===== src/rtl/pipe_hazard_ctrl.sv =====
// pipe_hazard_ctrl
// Pipeline hazard controller for a classic 5-stage in-order pipeline.
// It detects load-use hazards in ID, flushes on taken branches resolved in EX,
// and holds the front end while a multi-cycle multiply/divide occupies EX.
//
// Optional feature: define HAZARD_PERF_CNT_EN to build the saturating
// stall-cycle counter. Without it, stall_cycles is tied to zero and
// no counter flops exist.
module pipe_hazard_ctrl #(
    parameter int MD_LATENCY = 8          // EX occupancy of mul/div, 2..15
) (
    input  logic        clock,
    input  logic        reset_n,
    input  logic [4:0]  id_rs,
    input  logic [4:0]  id_rt,
    input  logic        id_uses_rt,
    input  logic        idex_memread,
    input  logic [4:0]  idex_rt,
    input  logic        branch_taken,
    input  logic        md_start,
    output logic        pc_write,
    output logic        ifid_write,
    output logic        ifid_flush,
    output logic        idex_bubble,
    output logic        md_busy,
    output logic        md_done,
    output logic [15:0] stall_cycles
);

    // The RUN cycle that accepts md_start is the first stall cycle; the
    // MD_BUSY state then counts down to zero inclusive, which gives
    // MD_LATENCY stall cycles in total.
    localparam logic [3:0] MD_CNT_INIT = 4'(MD_LATENCY - 2);

    typedef enum logic [1:0] {
        ST_RUN        = 2'd0,
        ST_LOAD_STALL = 2'd1,
        ST_MD_BUSY    = 2'd2
    } state_t;

    state_t     r_state;
    state_t     w_next_state;
    logic [3:0] r_md_cnt;
    logic       w_load_use;
    logic       w_cnt_load;
    logic       w_cnt_dec;

    // A load writing r0 never creates a real dependency, so it is excluded.
    assign w_load_use = idex_memread && (idex_rt != 5'd0) &&
                        ((idex_rt == id_rs) || (id_uses_rt && (idex_rt == id_rt)));

    // State register; reset drops any in-flight stall without completing it.
    always_ff @(posedge clock or negedge reset_n) begin
        if (!reset_n) begin
            r_state <= ST_RUN;
        end else begin
            r_state <= w_next_state;
        end
    end

    // Next-state logic; priority in RUN is branch, then mul/div, then load-use.
    always_comb begin
        w_next_state = r_state;
        w_cnt_load   = 1'b0;
        w_cnt_dec    = 1'b0;
        case (r_state)
            ST_RUN: begin
                if (branch_taken) begin
                    w_next_state = ST_RUN;
                end else if (md_start) begin
                    w_next_state = ST_MD_BUSY;
                    w_cnt_load   = 1'b1;
                end else if (w_load_use) begin
                    w_next_state = ST_LOAD_STALL;
                end
            end
            ST_LOAD_STALL: begin
                // The dependent instruction now sees the loaded value via
                // forwarding, so one bubble is always enough.
                w_next_state = ST_RUN;
            end
            ST_MD_BUSY: begin
                if (r_md_cnt == 4'd0) begin
                    w_next_state = ST_RUN;
                end else begin
                    w_cnt_dec = 1'b1;
                end
            end
            default: begin
                w_next_state = ST_RUN;
            end
        endcase
    end

    // Output decode from current state and inputs.
    always_comb begin
        pc_write    = 1'b1;
        ifid_write  = 1'b1;
        ifid_flush  = 1'b0;
        idex_bubble = 1'b0;
        md_busy     = 1'b0;
        md_done     = 1'b0;
        case (r_state)
            ST_RUN: begin
                if (branch_taken) begin
                    // Squash the two younger instructions; fetch redirects.
                    ifid_flush  = 1'b1;
                    idex_bubble = 1'b1;
                end else if (md_start) begin
                    pc_write    = 1'b0;
                    ifid_write  = 1'b0;
                    idex_bubble = 1'b1;
                    md_busy     = 1'b1;
                end else if (w_load_use) begin
                    pc_write    = 1'b0;
                    ifid_write  = 1'b0;
                    idex_bubble = 1'b1;
                end
            end
            ST_LOAD_STALL: begin
                // A branch can still resolve in EX while the bubble drains.
                if (branch_taken) begin
                    ifid_flush  = 1'b1;
                    idex_bubble = 1'b1;
                end
            end
            ST_MD_BUSY: begin
                // EX is owned by the mul/div unit; branch and md_start
                // cannot originate from EX while it is occupied.
                pc_write    = 1'b0;
                ifid_write  = 1'b0;
                idex_bubble = 1'b1;
                md_busy     = 1'b1;
                md_done     = (r_md_cnt == 4'd0);
            end
            default: begin
                pc_write    = 1'b1;
            end
        endcase
    end

    // Mul/div occupancy counter; only decremented while non-zero so it never wraps.
    always_ff @(posedge clock or negedge reset_n) begin
        if (!reset_n) begin
            r_md_cnt <= 4'd0;
        end else if (w_cnt_load) begin
            r_md_cnt <= MD_CNT_INIT;
        end else if (w_cnt_dec && (r_md_cnt != 4'd0)) begin
            r_md_cnt <= r_md_cnt - 4'd1;
        end
    end

`ifdef HAZARD_PERF_CNT_EN
    logic [15:0] r_stall_cycles;

    // Saturating count of cycles in which the PC was held.
    always_ff @(posedge clock or negedge reset_n) begin
        if (!reset_n) begin
            r_stall_cycles <= 16'h0000;
        end else if (!pc_write && (r_stall_cycles != 16'hFFFF)) begin
            r_stall_cycles <= r_stall_cycles + 16'd1;
        end
    end

    assign stall_cycles = r_stall_cycles;
`else
    assign stall_cycles = 16'h0000;
`endif

endmodule


===== config.mk =====
export PLATFORM = sky130hd
export DESIGN_NAME = pipe_hazard_ctrl
export DESIGN_NICKNAME = d
export VERILOG_FILES = /design/src/rtl/pipe_hazard_ctrl.sv
export SDC_FILE = /design/constraint.sdc
export NUM_CORES = 1
export LEC_CHECK = 0
export CAP_MARGIN = 40
export CORE_MARGIN = 2
export CORE_UTILIZATION = 30
export CTS_BUF_LIST = sky130_fd_sc_hd__clkbuf_16
export DETAILED_ROUTE_END_ITERATION = 10
export PLACE_DENSITY = 0.77
export SYNTH_ARGS = -nofsm -noshare
export SYNTH_HDL_FRONTEND = slang
export SYNTH_SLANG_ARGS = --single-unit
export TNS_END_PERCENT = 5

===== constraint.sdc =====
create_clock -name clock -period 1.8 [get_ports clock]
set_input_delay 0.36 -clock clock [delete_from_list [all_inputs] [get_ports clock]]
set_output_delay 0.36 -clock clock [all_outputs]
set_load 0.005 [all_outputs]

==> results of run 1 <==
==> metrics by stage <==
stage	util [%]	TNS, ps
floorplan	-	0
global placement	48.8	-3180
detailed placement	48.8	-3440
CTS	53.3	-753
global route	54.8	-680
finish	54.8	-426
==> critical path, stage by stage <==
cell and delay, ps:
buf_6 90, buf_6 100, buf_4 120, xor2_1 150
nor2_1 120, a32oi_1 90, buf_4 160, o31ai_2 230
buf_2 170
==> cell usage in the layout, fill, tap and decap left out, drive strengths merged <==
cell type	count
buf	28
conb	16
xor2	11
nor2	8
clkbuf	7
dfrtp	6
nand2	5
dlygate4sd2	5
clkdlybuf4s15	4
inv	3
clkdlybuf4s50	3
nor3	3
xnor2	2
nand3	2
dlymetal6s2s	2
nor2b	2
nor4	1
a32oi	1
or4	1
o21ai	1
o31ai	1
and2	1
o41a	1
nand2b	1
or3b	1
o211ai	1
nor4b	1
ha	1
==> cell usage after synthesis, drive strengths merged <==
cell type	n
nor4	1
o31ai	1
and2	1
o21ai	1
inv	3
ha	1
xnor2	2
nand3	2
nand2	5
o211ai	1
nor4b	1
a32oi	1
buf	17
nor2b	2
or3b	1
xor2	11
nor3	3
dfrtp	6
conb	1
o41a	1
nor2	8
or4	1
nand2b	1
==> sequential cells by signal, indices dropped and copies added (netlist names) <==
name      cells
r_md_cnt      4
r_state       2
==> kinds of logic (layout without fill, tap and decap cells) <==
family	Yosys count	after routing
compound gates	5	5
xor+xnor	13	13
fa+ha+maj	1	1
buf+inv	20	52
flops	6	6
other cells	1	16
simple gates	26	26
==> per-layer routing <==
layer	part of all wire, %	GRT usage [%]	vias up
met5	0	0	-
met4	0	4.29	0
met3	3.1	3.09	0
met2	61	27.8	14
met1	36	14.6	284
li1	-	-	300
==> report_power, final <==
part           leakage [nW]  internal (mW)  switching (mW)
clock                0.0370          0.284          0.0643
sequential           0.0724          0.196          0.0402
combinational         0.429          0.335           0.279
==> final timing paths <==
check | to | slack (ps) | from
setup / recovery | idex_bubble | -150 | idex_rt[1]
hold / removal | r_md_cnt[1] | 380 | reset_n
setup reg to reg | r_md_cnt[0] | 170 | r_md_cnt[0]
hold reg to reg | r_md_cnt[3] | 570 | r_md_cnt[3]
max in group asynchronous | r_state[0] | 1210 | reset_n
min in group clock | r_state[0] | 490 | md_start
==> area by class of cell <==
class,count,area (um2)
repair buffers,46,388
flip-flops and latches,6,150
multi-input cells,61,395
inverters,3,11.3
well taps,27,33.8
clock buffers,3,75.1
fillers,174,868
==> timing repair <==
item | CTS | global route
hold buffers | 0 | 0
gates resized for setup | 59 | 21
endpoints found under the hold margin | 0 | 0
setup buffers | 3 | 1
setup endpoints to repair | 6 | 5
pin swaps | 10 | 11
==> run_results.csv, run 1 <==
group,metric,value,unit
run_status,status,"complete, but fails checks",
run_status,violations,"setup timing",
finish,antenna_cells,0,
drt,drt-initial-drc-count,8,
drt,route.vias.total,598,
logic_synthesis,syn_inst,72,
clock_network,numCtsBuffers,3,
logic_synthesis,synth_area,596,um2
drt,dr.pass1.iters,4,
placed_design,dp_hpwl,1290,um
logic_synthesis,synth_warnings,0,
placed_design,dpl-instance-area,938,um2
logic_synthesis,ys_ff_latch,6,
logic_synthesis,synth_top_family_by_area,"buffers and inverters",
hold_path,min_path_type,"primary input to asynchronous set/reset pin",
logic_synthesis,synth-simple-area-share,22.9,%
sta,rsz0062_at_grt,"true",
worst_setup_path,start_kind,"primary input",
drt,wl,1590,um
logic_synthesis,yosysTopAreaCell,"dfrtp_1",
power_and_ir_drop,ir_worst_vdd,537,uV
logic_synthesis,synthTopCellsByArea,"dfrtp_1 25%, buf_4 21%, xor2_1 16%",
finish,area_delta_synth_final,76.9,%
sta,setup_viol,4,
placed_design,gp_congestion,0.900,
clock_network,clock-root-buffer,"clkbuf_16",
drt,wire_per_inst,10.9,um
sta,fin_hold_ws,379,ps
sta,final_max_slew_viol_count,0,
worst_setup_path,crit_path_end_kind,"output port",
clock_network,cts_sinks,6,
power_and_ir_drop,finalPower,1.20,mW
placed_design,pre_cts_slack,-825,ps
finish,final_area,1050,um2
floorplanning,dieArea,2360,um2
sta,hold_viol,0,
drt,drcViolationCount,0,
sta,fmax,512,MHz
logic_synthesis,synth_compound_area_share,6.72,%
worst_setup_path,critPathKind,"primary input to output port",
clock_network,tritoncts,"done",
power_and_ir_drop,p_leak,0.539,nW
logic_synthesis,synthDistinctLibCells,23,
sta,period_minus_slack,1950,ps
clock_network,cts.clk_slew.worst_paths,30,ps
worst_setup_path,worstPathArrival,1590,ps
placed_design,io_buffers,26,
finish,drive_above_1_share,37.8,%
clock_network,cts.htree.levels,1,
global_routing,grt_max_degree,7,
sta,finalWorstSetupSlack,-154,ps
logic_synthesis,synthAdderAreaFrac,2.10,%
placed_design,place_inst,139,
logic_synthesis,syn_avg_cell_area,8.27,um2
global_routing,grt-ovfl-total,0,
floorplanning,io_pins,43,
floorplanning,fp.coreArea,1920,um2
floorplanning,rows,16,
worst_setup_path,cp.required,1440,ps
logic_synthesis,synth_seq_area_share,25.2,%
finish,layout.nets,143,
global_routing,grt_pass1_vias,604,
global_routing,groute.usage.overall,14.1,%
worst_setup_path,path_max_fanout,2,
finish,finalNonFillerCells,146,
global_routing,antenna_found_initial,0,
logic_synthesis,synth_xor_xnor_area_share,19.1,%
logic_synthesis,synthMuxAreaShare,0,%
sta,period_share,109,%
floorplanning,die_h,48.6,um
clock_network,clock_latency,220,ps
power_and_ir_drop,power_density,1140,nW/um2
drt,avgViaCountPerCell,4.10,
floorplanning,initial_utilization,31.0,%
worst_setup_path,r2r_cells,7,
global_routing,grt_pass1_wl,2590,um
job,drv_cap,0,
floorplanning,dieWidth,48.6,um
sta,fin_skew,0.123,ps
drt,ant_nets,0,
clock_network,clock_path_buffers,2,
logic_synthesis,synth_top_area_share,25.2,%
No activity file was read; power rests on OpenSTA's default activity.
==> run 2: changes to the inputs <==
--- a/config.mk
+++ b/config.mk
@@ -9,6 +9,7 @@
 export CORE_MARGIN = 2
 export CORE_UTILIZATION = 30
 export CTS_BUF_LIST = sky130_fd_sc_hd__clkbuf_16
+export CTS_CLUSTER_DIAMETER = 200
 export DETAILED_ROUTE_END_ITERATION = 10
 export PLACE_DENSITY = 0.77
 export SYNTH_ARGS = -nofsm -noshare
==> results of run 2 <==
No change in the layout: final DEF, timing and power equal those of run 1.
